`config.mk`:
```
export PLATFORM = sky130hd
export DESIGN_NAME = reg_file_sb
export DESIGN_NICKNAME = d
export VERILOG_FILES = /design/src/rtl/reg_file_sb.sv
export SDC_FILE = /design/constraint.sdc
export NUM_CORES = 1
export LEC_CHECK = 0
export BUFFER_PORTS_ARGS = -buffer_cell sky130_fd_sc_hd__buf_2
export CORE_ASPECT_RATIO = 1.75
export CORE_MARGIN = 5
export CORE_UTILIZATION = 40
export CTS_BUF_LIST = sky130_fd_sc_hd__clkbuf_8
export DETAILED_ROUTE_END_ITERATION = 10
export GPL_TIMING_DRIVEN = 0
export PLACE_DENSITY = 0.6
export SKIP_LAST_GASP = 1
export SYNTH_ARGS = -nofsm -noshare
export SYNTH_HDL_FRONTEND = slang
export SYNTH_SLANG_ARGS = --single-unit
```
`constraint.sdc`:
```
create_clock -name clk -period 1.6 [get_ports clk]
set_input_delay 0.08 -clock clk [delete_from_list [all_inputs] [get_ports clk]]
set_output_delay 0.08 -clock clk [all_outputs]
set_load 0.1 [all_outputs]
```
`src/rtl/reg_file_sb.sv`:
```
// Parametrised two-write-port register file with a per-register busy scoreboard.
// Reads are combinational, with an optional same-cycle write bypass and a hardwired-zero r0.
module reg_file_sb #(
  parameter int DATA_W   = 16,
  parameter int ADDR_W   = 3,
  parameter int ZERO_REG = 1,
  parameter int BYPASS   = 1
) (
  input  logic              clk,
  input  logic              rst_n,
  input  logic [ADDR_W-1:0] rs1,
  input  logic [ADDR_W-1:0] rs2,
  output logic [DATA_W-1:0] bus1,
  output logic [DATA_W-1:0] bus2,
  output logic              busy1,
  output logic              busy2,
  input  logic              we0,
  input  logic [ADDR_W-1:0] wa0,
  input  logic [DATA_W-1:0] wd0,
  input  logic              we1,
  input  logic [ADDR_W-1:0] wa1,
  input  logic [DATA_W-1:0] wd1,
  input  logic              issue_en,
  input  logic [ADDR_W-1:0] issue_rd,
  input  logic              clr0,
  input  logic              clr1,
  output logic              any_busy
);
  localparam int DEPTH = 2 ** ADDR_W;

  logic [DATA_W-1:0] rf [DEPTH];
  logic [DEPTH-1:0]  busy;
  logic [DEPTH-1:0]  busy_nxt;
  logic              w0_ok;
  logic              w1_ok;
  logic              byp_en;

  function automatic logic is_zero(input logic [ADDR_W-1:0] a);
    return (ZERO_REG != 0) && (a == '0);
  endfunction

  // Port 1 has priority over port 0 both for bypass and for storage.
  function automatic logic [DATA_W-1:0] read_mux(
    input logic [ADDR_W-1:0] ra,
    input logic [DATA_W-1:0] stored,
    input logic              en,
    input logic              v0,
    input logic [ADDR_W-1:0] a0,
    input logic [DATA_W-1:0] d0,
    input logic              v1,
    input logic [ADDR_W-1:0] a1,
    input logic [DATA_W-1:0] d1
  );
    if (is_zero(ra))              return '0;
    if (en && v1 && (a1 == ra))   return d1;
    if (en && v0 && (a0 == ra))   return d0;
    return stored;
  endfunction

  assign w0_ok  = we0 && !is_zero(wa0);
  assign w1_ok  = we1 && !is_zero(wa1);
  // Bypass is suppressed while reset is held so the read buses stay at zero.
  assign byp_en = (BYPASS != 0) && rst_n;

  always_ff @(posedge clk or negedge rst_n) begin
    if (!rst_n) begin
      for (int i = 0; i < DEPTH; i++) rf[i] <= '0;
    end else begin
      for (int i = 0; i < DEPTH; i++) begin
        if (w1_ok && (wa1 == ADDR_W'(i)))      rf[i] <= wd1;
        else if (w0_ok && (wa0 == ADDR_W'(i))) rf[i] <= wd0;
      end
    end
  end

  // A same-cycle issue overrides a clear: the new producer is still pending.
  always_comb begin
    busy_nxt = busy;
    for (int i = 0; i < DEPTH; i++) begin
      if ((we0 && clr0 && (wa0 == ADDR_W'(i))) || (we1 && clr1 && (wa1 == ADDR_W'(i))))
        busy_nxt[i] = 1'b0;
      if (issue_en && (issue_rd == ADDR_W'(i)))
        busy_nxt[i] = 1'b1;
    end
    if (ZERO_REG != 0) busy_nxt[0] = 1'b0;
  end

  always_ff @(posedge clk or negedge rst_n) begin
    if (!rst_n) busy <= '0;
    else        busy <= busy_nxt;
  end

  assign bus1     = read_mux(rs1, rf[rs1], byp_en, w0_ok, wa0, wd0, w1_ok, wa1, wd1);
  assign bus2     = read_mux(rs2, rf[rs2], byp_en, w0_ok, wa0, wd0, w1_ok, wa1, wd1);
  assign busy1    = busy[rs1];
  assign busy2    = busy[rs2];
  assign any_busy = |busy;

endmodule

```
# Word-level counts from Yosys, hierarchy flattened
# Index checks and enable logic that the tools add are counted.
# op_classes
eq_ne	25
reduce_logical	76
n_lt_le_gt_ge	4
mux	64
n_bitwise	2
# ops
op	count
$mux 16	32
$bmux 16 s3	2
$logic_and 1x1->1	47
$eq 3x3->1 const B	12
$reduce_bool 2->1	15
$mux 1	28
$eq 3x2->1 const B	6
$eq 3x3->1	4
$logic_not 3->1	4
$eq 3x1->1 const B	3
$ge 4x4->1 const B	2
$lt 3x4->1 const B	2
$not 3->4	2
$logic_or 1x1->1	7
$reduce_or 7->1	1
$bmux 1 s3	2
$logic_not 1->1	2
# word_totals
input_bits	54
regBits	135
output_inout_bits	35

# Depth between registers and ports, before layout
# Gate-level depths: netlist (run 1).
# logic_depth
word_depth	12
depth_mapped	8

# Least setup slack after synthesis (run 1)
# OpenSTA, ideal clock, no wires.
# synth_path
path_type	input -> output
from	input port rs1[1]
to	output port busy1
cell_stages	7
required_time_ps	1520
slack_ps	-1575
t_arrival_ps	3095
cell_sequence	buf_4 buf_2 buf_2 nand2_1 nor2_1 a21oi_1 o21ai_0
# synth_via
elab_chain_cells	2
# synth_rtl
item	line_no	text
from (decl)	11	input logic [ADDR_W-1:0] rs1,
$bmux 1 s3	95	assign busy1 = busy[rs1];
$mux 1 (not written as such)	95	
to (decl)	15	output logic busy1,
# No other way between the ends. The select of a mux whose other input is x is not followed.

# Final worst setup path (run 1)
# layout_path
from	register rf[8] (netlist name)
to	output port bus1[8]
# layout_via
elab_chain_cells	6
# layout_rtl
item	line_no	text
from (decl)	31	logic [DATA_W-1:0] rf [DEPTH];
from (signal, indexed assignment)	70	if (w1_ok && (wa1 == ADDR_W'(i))) rf[i] <= wd1;
from (signal, indexed assignment)	71	else if (w0_ok && (wa0 == ADDR_W'(i))) rf[i] <= wd0;
$bmux 16 s3	93	assign bus1 = read_mux(rs1, rf[rs1], byp_en, w0_ok, wa0, wd0, w1_ok, wa1, wd1);
$mux 16 (not written as such) (2 in series)	93	
$mux 16	57	return stored;
$mux 16	56	if (en && v0 && (a0 == ra)) return d0;
$mux 16	55	if (en && v1 && (a1 == ra)) return d1;
to (decl)	13	output logic [DATA_W-1:0] bus1,
# No other way between the ends. The select of a mux whose other input is x is not followed.

==> qor.yml, run 1 <==
synth:
  yosysTopAreaCell: "dfrtp_1"
  ys_types: 40
  netlist_instances: 867
  ys_seq_area_frac: 0.370
  syn_nets: 921
  yosys_warnings: 0
  synthArstFlopShare: 1.00
  synth-main-ff-cell: "dfrtp_1"
  ys_ff_latch: 135
  yosys-top-cells-area: "dfrtp_1, mux4_2, mux2i_1"
  avgSynthCellArea_um2: 10.5
  synthTopCellsByCount: "mux2i_1, dfrtp_1, nand2_1, clkbuf_1, nor2_1"
  syn_area_um2: 9130
  synth_edf_count: 0
  synth.most_common_cell: "mux2i_1"
  synth_top_area_frac: 0.370
placement:
  dpl.cell_count: 1214
  dpl.hpwl_um: 24400
  place.gp.congestion: 0.933
  io_buffer_count: 46
clocking:
  root_buffer: "clkbuf_8"
  cts_buffers: 17
  clk_pin_slew_ns: 0.09
  cts_tree: "done"
  ctsHtreeMaxLevel: 4
  clock_path_buffers: 2
  worstSkewPairLatency_ns: 0.46
  clkSinkCount: 135
timing:
  drv_slew: 0
  slew-limit-headroom: 0.310
  max_freq_mhz: 464
  holdWs_ns: 0.00856
  rsz0062_at_grt: "yes"
  period_minus_slack_ns: 2.15
  finalWorstSetupSlack_ns: -0.553
  clock_skew_ns: 0
  worstMarginPinSlew_ns: 1.03
  hold_viol_final: 0
  final.period_utilization: 1.35
  setup_viol_count_final: 35
routing:
  wire_per_inst_um: 28.4
  vias: 8094
  routed_wirelength_um: 36500
  dr.pass1.iters: 5
  dr.first_iter.drc_count: 712
  final_antenna_net_count: 0
  drc: 0
  via_per_inst: 6.30
final_layout:
  final_nets: 1025
  layout-drive-gt1-share: 0.316
  final_util: 0.516
  areaGrowthSynthToFinish_pct: 28.0
  diodes: 0
  fin_cells: 1284
worst_setup_path:
  worst_path_max_delay_cell: "mux4_2"
  slowest_delay_ns: 0.48
  cp-start-kind: "flop"
  cp.arrival_ns: 2.07
  path_max_fanout: 3
  path_cells: "mux4_2 > mux2i_1 > o221ai_2 > o211a_4 > buf_6"
  crit_family: "multiplexers"
  timing.critical_path.buf_inv: 1
  crit_type: "flop to output pin"
  required_ns: 1.52
  cp-end-kind: "output pin"
die:
  die_area_um2: 26100
  core-area_um2: 22700
  die_h_um: 210
  die_x_um: 124
  start_util: 0.403
  fp-row-count: 73
  ios: 89
grt:
  grt_max_degree: 47
  track_usage: 0.286
  antenna_found_initial: 1
  first_global_vias: 8313
  grt_overflow: 0
  grt_pass1_wl_um: 53400
power:
  power_frac_clock: 0.217
  p_int_w: 0.00856
  share_seq_of_total_power: 0.328
  netSwitchingPower_w: 0.00554
  max-vdd-ir-drop_uv: 991
  p_per_area_nw_per_um2: 1210
  p_comb_frac: 0.454
  switching_share: 0.393
  leakage_nw: 4.84
status:
  status: "finished with violations"
  violations: "negative setup slack"
worst_hold_path:
  hold_class: "input port to flop"
job:
  maxCapViolCount: 0
==> layout make-up <==
type | count | area [um^2]
Fill cell | 2107 | 11000
Buffer | 126 | 672
Timing Repair Buffer | 85 | 1200
Clock inverter | 13 | 155
Sequential cell | 135 | 3380
Clock buffer | 19 | 262
Multi-Input combinational cell | 606 | 5650
Tap cell | 300 | 375
==> state kept, by name, indices dropped and copies added, names as in the netlist <==
signal	count
rf	128
busy	7
==> logic make-up after synthesis <==
group                     Yosys count  synth area share
buffers and inverters             126            0.0636
and+or+nand+nor                   188            0.0896
xor gates and xnor gates           12            0.0115
muxes                             212             0.323
AOI/OAI and AO/OA                 194             0.142
DFF                               135             0.370
==> metal layers <==
layer  wire length, um  GRT usage  up-vias
met5                13          0        -
li1                  -          -     3409
met3              2620     0.0547      180
met1             12800      0.332     4029
met4              3070      0.199        2
met2             18000      0.468      474
==> final timing paths <==
check / from / endpoint / slack [ns] / depth (start not counted)
max in group asynchronous: rst_n / rf[14] / 0.41 / 4
setup / recovery: rf[8] / bus1[8] / -0.55 / 5
hold reg to reg: rf[114] / rf[114] / 0.48 / 1
setup reg to reg: busy[2] / busy[2] / 0.30 / 3
min in group asynchronous: rst_n / rf[91] / 0.24 / 4
hold / removal: clr0 / busy[1] / 0.009 / 4
==> stage by stage <==
| stage | cell area, um^2 | setup TNS, ns | setup WS [ns] | power, W |
|---|---|---|---|---|
| finish | 11700 | -16.64 | -0.553 | 0.0141 |
| CTS | 11500 | -16.55 | -0.554 | 0.0139 |
| global route | 11700 | -18.41 | -0.594 | 0.0146 |
| detailed placement | 10100 | -68.30 | -1.59 | 0.00988 |
| floorplan | 9510 | -2.14 | -0.148 | 0.00883 |
| global placement | 10100 | -341.45 | -3.36 | 0.00979 |
==> tightest hold or removal path: stages <==
cell,delay [ns]
buf_2,0.11
nand2_1,0.11
o211ai_1,0.09
nand2_1,0.06
==> what timing repair did <==
item | CTS | global route
setup buffers | 9 | 13
setup endpoints to repair | 35 | 71
resized for setup | 173 | 31
hold buffers | 15 | 0
cloned | 3 | 0
endpoints found under the hold margin | 142 | 0
pin swaps | 18 | 2
==> cell usage in the layout, fill, tap and decap left out, types with 4 or more instances in the layout <==
master	n
nor2_1	68
xnor2_1	12
o21ai_0	40
buf_4	35
a21oi_1	66
mux2i_1	132
clkinv_2	4
buf_6	13
nand2b_1	5
o221ai_2	23
dlygate4sd3_1	11
nand3_1	9
o221ai_1	9
clkbuf_1	54
o211ai_1	5
mux2i_2	12
nand4_1	4
buf_1	13
clkbuf_2	15
clkbuf_4	5
buf_2	22
buf_8	6
buf_12	31
nor2b_1	5
o211a_4	32
clkbuf_8	19
dfrtp_1	135
o21ai_1	11
nand2_1	77
mux4_2	66
==> power groups by stage <==
stage	sequential, W	combinational [W]	clock, W
floorplan	0.00447	0.00436	0
global placement	0.00463	0.00515	0
detailed placement	0.00467	0.00522	0
CTS	0.00460	0.00623	0.00307
global route	0.00469	0.00671	0.00322
finish	0.00463	0.00641	0.00307
(Power assumes the default switching activity.)
==> inputs of run 2 (changes only) <==
==> constraint.sdc (replaced) <==
create_clock -name clk -period 1.9 [get_ports clk]
set_input_delay 0.095 -clock clk [delete_from_list [all_inputs] [get_ports clk]]
set_output_delay 0.095 -clock clk [all_outputs]
set_load 0.1 [all_outputs]
==> run 2 against run 1 <==
- total power down 18%
- critical endpoint is now bus2[2]
- sequential power down 16%
- utilization down 1.7 points
- count of clock-buffer cells in the layout up 2
- final area down 3.4%
- die area unchanged
- the flow still finishes with violations (negative setup slack)
==> qor.yml, run 2 (synthesis results as in run 1) <==
routing:
  dr_wl_met3_um: 2490  # -5.0%
  wire_per_inst_um: 27.6  # -2.9%
  met1_length_um: 12300  # -4.0%
  via_per_inst: 6.23  # -1.2%
  drc: 0  # unchanged
  final_antenna_net_count: 0  # unchanged
  routed_wirelength_um: 35100  # -3.8%
  routed.top_layer: "met4"
  vias: 7931  # -2.0%
  wl_met2_um: 17500  # -2.6%
  dr.first_iter.drc_count: 801  # +13%
  dr.pass1.iters: 5  # unchanged
power:
  share_seq_of_total_power: 0.336  # +0.008
  power_frac_clock: 0.226  # +0.009
  p_per_area_nw_per_um2: 1020  # -15%
  switching_share: 0.392  # -0.00110
  p_comb_frac: 0.438  # -0.016
  p_int_w: 0.00703  # -18%
  max-vdd-ir-drop_uv: 881  # -11%
  netSwitchingPower_w: 0.00453  # -18%
  leakage_nw: 4.70  # -2.9%
  p_total_w: 0.0116  # -18%
worst_setup_path:
  endpoint: "bus2[2]"
  reg2reg_from: "busy[7]"
  crit_path_start: "rf[2]"
  reg2reg_to: "busy[7]"
  cp.arrival_ns: 2.11  # +0.04 ns
  r2r_cells: 3  # unchanged
  cp-end-kind: "output pin"
  cp-start-kind: "flop"
  required_ns: 1.80  # +0.28 ns
  r2r_slack_ns: 0.62  # +0.32 ns
  path_max_fanout: 3  # unchanged
  crit_type: "flop to output pin"
final_layout:
  reg.largest.list: "rf: 128 flops, busy: 7 flops"
  mostFrequentLayoutCells: "mux2i_1, dfrtp_1, nand2_1, nor2_1"
  final_nets: 1013  # -1.2%
  areaGrowthSynthToFinish_pct: 23.7
  regMostFlops: "rf"
  fin_cells: 1273  # -0.86%
  fill_cells: 2129  # +1.0%
  largest_reg_flops: 128  # unchanged
  layout-drive-gt1-share: 0.283  # -0.0328
timing:
  period_minus_slack_ns: 2.21
  worstMarginPinSlew_ns: 1.05  # +0.0226 ns
  rsz0062_at_grt: "yes"
  holdWs_ns: 0.0231  # +0.0146 ns
  max_freq_mhz: 453
  drv_slew: 0  # unchanged
  clock_skew_ns: 0  # unchanged
  slew-limit-headroom: 0.293  # -0.0166
  final.period_utilization: 1.16
  finalWorstSetupSlack_ns: -0.305  # +0.248 ns
  setup_viol_count_final: 32  # -8.6%
  hold_viol_final: 0  # unchanged
placement:
  place.gp.congestion: 0.906  # -2.9%
  dpl.hpwl_um: 23800  # -2.3%
  io_buffer_count: 46  # unchanged
  dpl.cell_count: 1214  # unchanged
status:
  violations: "negative setup slack"
  status: "finished with violations"
die:
  fp-row-count: 73  # unchanged
  core-area_um2: 22700  # unchanged
  die_h_um: 210  # unchanged
  start_util: 0.403  # unchanged
  die_area_um2: 26100  # unchanged
  die_x_um: 124  # unchanged
  ios: 89  # unchanged
grt:
  grt_max_degree: 42  # -11%
  grt_pass1_wl_um: 52000  # -2.6%
  antenna_found_initial: 2  # +1
  grt_overflow: 0  # unchanged
  first_global_vias: 8259  # -0.65%
  track_usage: 0.277  # -0.00897
clocking:
  clk_pin_slew_ns: 0.07  # -0.02 ns
  worstSkewPairLatency_ns: 0.48  # +0.02 ns
  ctsHtreeMaxLevel: 4  # unchanged
  cts_tree: "done"
  root_buffer: "clkbuf_8"
  cts_buffers: 17  # unchanged
  clock_path_buffers: 2  # unchanged
  clkSinkCount: 135  # unchanged
job:
  maxCapViolCount: 0  # unchanged
worst_hold_path:
  hold_class: "input port to flop"
## run 2: cell types whose count changed in the layout (fill, tap and decap cells not counted), sizes merged
cell,change
clkinv,-4
clkdlybuf4s15,-1
dlygate4sd3,+1
clkbuf,+3
diode,+2
inv,+1
buf,-13
## run 2: timing repair
action	4_1_cts	5_1_grt
hold buffers	15	0
pin swaps	2	0
endpoints found under the hold margin	142	0
cloned	3	0
resized for setup	153	18
buffers inserted	2	6
setup endpoints to repair	34	33
## run 2: layout make-up
type / count / area (um^2) / share of cell area
Sequential cell: 135 / 3380 / 0.299
Buffer: 126 / 632 / 0.0560
Clock buffer: 21 / 289 / 0.0256
Multi-Input combinational cell: 606 / 5460 / 0.483
Tap cell: 300 / 375 / 0.0332
Timing Repair Buffer: 73 / 1030 / 0.0909
Antenna cell: 2 / 5.00 / 0.000443
Clock inverter: 10 / 128 / 0.0113
## run 2: power by group through the flow
stage	Combinational, W	Clock [W]	Sequential, W
after floorplan	0.00350	0	0.00376
after global placement	0.00418	0	0.00390
after detailed placement	0.00423	0	0.00392
after CTS	0.00496	0.00263	0.00387
after global routing	0.00532	0.00274	0.00395
final	0.00506	0.00261	0.00388
## run 2: metrics by stage
stage           util  TNS (ns)  cell area (um^2)  setup WS (ns)
2_1_floorplan      -   -0.0232              9280        -0.0232
3_3_place_gp   0.436   -269.54              9880          -2.99
3_5_place_dp   0.438    -37.24              9920          -1.24
4_1_cts        0.493     -8.37             11200         -0.312
5_1_grt        0.499     -9.89             11300         -0.378
6_report       0.499     -7.82             11300         -0.305
## run 2: worst min-delay path by stage
stage	startpoint	to	depth (start not counted)
2_1_floorplan	rst_n	busy[1]	0
3_3_place_gp	issue_rd[0]	busy[4]	2
3_5_place_dp	rst_n	rf[10]	1
4_1_cts	wd1[11]	rf[107]	3
5_1_grt	wd1[5]	rf[101]	3
6_report	wd1[5]	rf[85]	3
## run 2: critical path, stage by stage, from the launching register on
cell	delay (ns)
dfrtp_1	0.40
mux4_2	0.48
mux2i_1	0.22
o221ai_1	0.16
o211a_2	0.18
buf_8	0.17
## run 2: routing by layer
metal,global-route usage,up-vias
met2,0.457,467
met1,0.321,3902
met4,0.188,0
li1,-,3397
met3,0.0523,165
met5,0,-
==> inputs of run 3 (changes only) <==
--- a/config.mk
+++ b/config.mk
@@ -10,9 +10,10 @@
 export CORE_MARGIN = 5
 export CORE_UTILIZATION = 40
 export CTS_BUF_LIST = sky130_fd_sc_hd__clkbuf_8
+export CTS_CLUSTER_DIAMETER = 30
 export DETAILED_ROUTE_END_ITERATION = 10
 export GPL_TIMING_DRIVEN = 0
-export PLACE_DENSITY = 0.6
+export PLACE_DENSITY = 0.59
 export SKIP_LAST_GASP = 1
 export SYNTH_ARGS = -nofsm -noshare
 export SYNTH_HDL_FRONTEND = slang
==> run 3 against run 2 <==
- the run still ends with negative setup slack left
- critical path depth stayed put
- worst setup slack lost 0.025 ns
- largest power group unchanged
- critical endpoint is now bus1[14]
- final area down 0.94%
- wire length is 0.88% lower
- highest routed layer unchanged
- via count grew 0.93%
==> qor.yml, run 3 (synthesis results as in run 1) <==
clocking:
  clk_pin_slew_ns: 0.09  # +0.02 ns
  root_buffer: "clkbuf_8"
  clock_path_buffers: 2  # unchanged
  worstSkewPairLatency_ns: 0.48  # about the same
  cts_buffers: 17  # unchanged
  ctsHtreeMaxLevel: 4  # unchanged
  cts_tree: "done"
  clkSinkCount: 135  # unchanged
grt:
  grt_pass1_wl_um: 52100  # +0.28%
  grt_util_met3: 0.0620  # +0.00971
  first_global_vias: 8400  # +1.7%
  grtUsageMet2: 0.454  # -0.00280
  track_usage: 0.275  # -0.00183
  grt-busiest-layer: "met2"
  use_met1: 0.317  # -0.00315
  antenna_found_initial: 2  # unchanged
  grt_max_degree: 89  # +110%
  grt_overflow: 0  # unchanged
worst_setup_path:
  cp-start-kind: "flop"
  r2r_slack_ns: 0.56  # -0.06 ns
  cp-end-kind: "output pin"
  cp.arrival_ns: 2.14  # +0.03 ns
  path_max_fanout: 3  # unchanged
  required_ns: 1.80  # about the same
  reg2reg_from: "busy[5]"
  crit_type: "flop to output pin"
  reg2reg_to: "busy[5]"
  r2r_cells: 3  # unchanged
status:
  violations: "negative setup slack"
  status: "finished with violations"
worst_hold_path:
  hold_depth: 3  # unchanged
  hold_end: "rf[97]"
  hp-start: "wd1[1]"
  hold_class: "input port to flop"
final_layout:
  final_common_cell: "dfrtp_1"
  largest_reg_flops: 128  # unchanged
  areaGrowthSynthToFinish_pct: 22.5
  layout-drive-gt1-share: 0.282  # -0.000897
  final_nets: 1008  # -0.49%
  mostFrequentLayoutCells: "dfrtp_1, mux2i_1, nand2_1, nor2_1"
  regMostFlops: "rf"
  reg.largest.list: "rf: 128 flops, busy: 7 flops"
routing:
  dr.first_iter.drc_count: 709  # -11%
  drc: 0  # unchanged
  wire_per_inst_um: 27.4  # -0.65%
  vias: 8005  # +0.93%
  routed_wirelength_um: 34800  # -0.88%
  via_per_inst: 6.30  # +1.2%
  dr.pass1.iters: 5  # unchanged
  final_antenna_net_count: 0  # unchanged
timing:
  finalWorstSetupSlack_ns: -0.330  # -0.0252 ns
  slew-limit-headroom: 0.297  # +0.00440
  clock_skew_ns: 0  # unchanged
  fin_tns_setup_ns: -8.25  # -0.429 ns
  hold_viol_final: 0  # unchanged
  period_minus_slack_ns: 2.23  # +0.0252 ns
  max_freq_mhz: 448  # -1.1%
  drv_slew: 0  # unchanged
  final.period_utilization: 1.17  # +0.0132
  rsz0062_at_grt: "yes"
  setup_viol_count_final: 32  # unchanged
  worstMarginPinSlew_ns: 1.05  # -0.00656 ns
power:
  switching_share: 0.391  # -0.00144
  netSwitchingPower_w: 0.00460  # +1.4%
  leakage_nw: 4.64  # -1.2%
  power_frac_clock: 0.236  # +0.010
  p_int_w: 0.00717  # +2.0%
  p_per_area_nw_per_um2: 1050  # +2.8%
  p_total_w: 0.0118  # +1.8%
  p_comb_frac: 0.432  # -0.006
  share_seq_of_total_power: 0.331  # -0.005
  max-vdd-ir-drop_uv: 1010  # +15%
job:
  maxCapViolCount: 0  # unchanged
die:
  core-area_um2: 22700  # unchanged
  die_area_um2: 26100  # unchanged
  start_util: 0.403  # unchanged
  ios: 89  # unchanged
  fp-row-count: 73  # unchanged
  die_x_um: 124  # unchanged
  die_h_um: 210  # unchanged
placement:
  io_buffer_count: 46  # unchanged
  dpl.hpwl_um: 24200  # +1.4%
  place.gp.congestion: 0.931  # +2.7%
-- run 3: cell types whose count changed in the layout (fill, tap and decap cells not counted), moves of 2 or more --
cell,change
o221ai_2,-2
buf_2,-2
dlygate4sd3_1,-3
clkbuf_4,-2
o221ai_1,+2
mux2i_1,-2
mux2i_2,+3
clkbuf_2,+2
buf_6,-3
bufbuf_16,-3
buf_4,+5
-- run 3: final cells by class --
class | count | area [um^2]
antenna | 3 | 7.51
multi-input combinational | 606 | 5440
sequential | 135 | 3380
timing repair buffer | 68 | 907
clock inverter | 11 | 154
tap | 300 | 375
fill | 2168 | 11500
clock buffer | 21 | 289
buffer | 126 | 632
-- run 3: what timing repair did --
item	in CTS	in global routing
hold endpoints to repair	142	0
hold buffers	10	0
setup endpoints to repair	34	33
resized for setup	148	25
pin swaps	3	1
setup buffers	3	8
-- run 3: metal layers --
metal,vias up,share of wire
met5,-,0
met4,0,0.068
met3,133,0.070
met2,439,0.50
met1,4052,0.36
li1,3381,-
-- run 3: worst max-delay path, cell delays in order, from the launching register on --
cell and delay [ns]:
dfrtp_1 0.43, mux4_2 0.48, mux2i_2 0.23, o221ai_2 0.16, o211a_4 0.18, buf_8 0.17
-- run 3: power by group through the flow --
stage	registers, W	clock network, W	logic, W
finish	0.00390	0.00278	0.00509
global route	0.00396	0.00289	0.00533
CTS	0.00389	0.00276	0.00490
detailed placement	0.00394	0	0.00424
global placement	0.00391	0	0.00419
floorplan	0.00376	0	0.00350
-- run 3: worst max-delay path by stage --
stage,startpoint,endpoint,depth (start not counted)
floorplan,rs1[1],busy1,7
global placement,rst_n,bus2[14],8
detailed placement,rs2[0],bus2[5],8
CTS,rf[86],bus2[6],5
global route,rf[86],bus1[6],5
finish,rf[78],bus1[14],5
-- run 3: through the flow --
step	std cells	worst slack, ns	instance area, um^2	util	hold WS [ns]
global route	1269	-0.365	11200	0.494	0.0423
finish	1270	-0.330	11200	0.494	0.00629
floorplan	867	-0.0232	9280	-	-0.201
CTS	1259	-0.324	11000	0.486	0.00169
global placement	1213	-3.04	9880	0.436	0.369
detailed placement	1214	-0.837	9920	0.438	0.0747
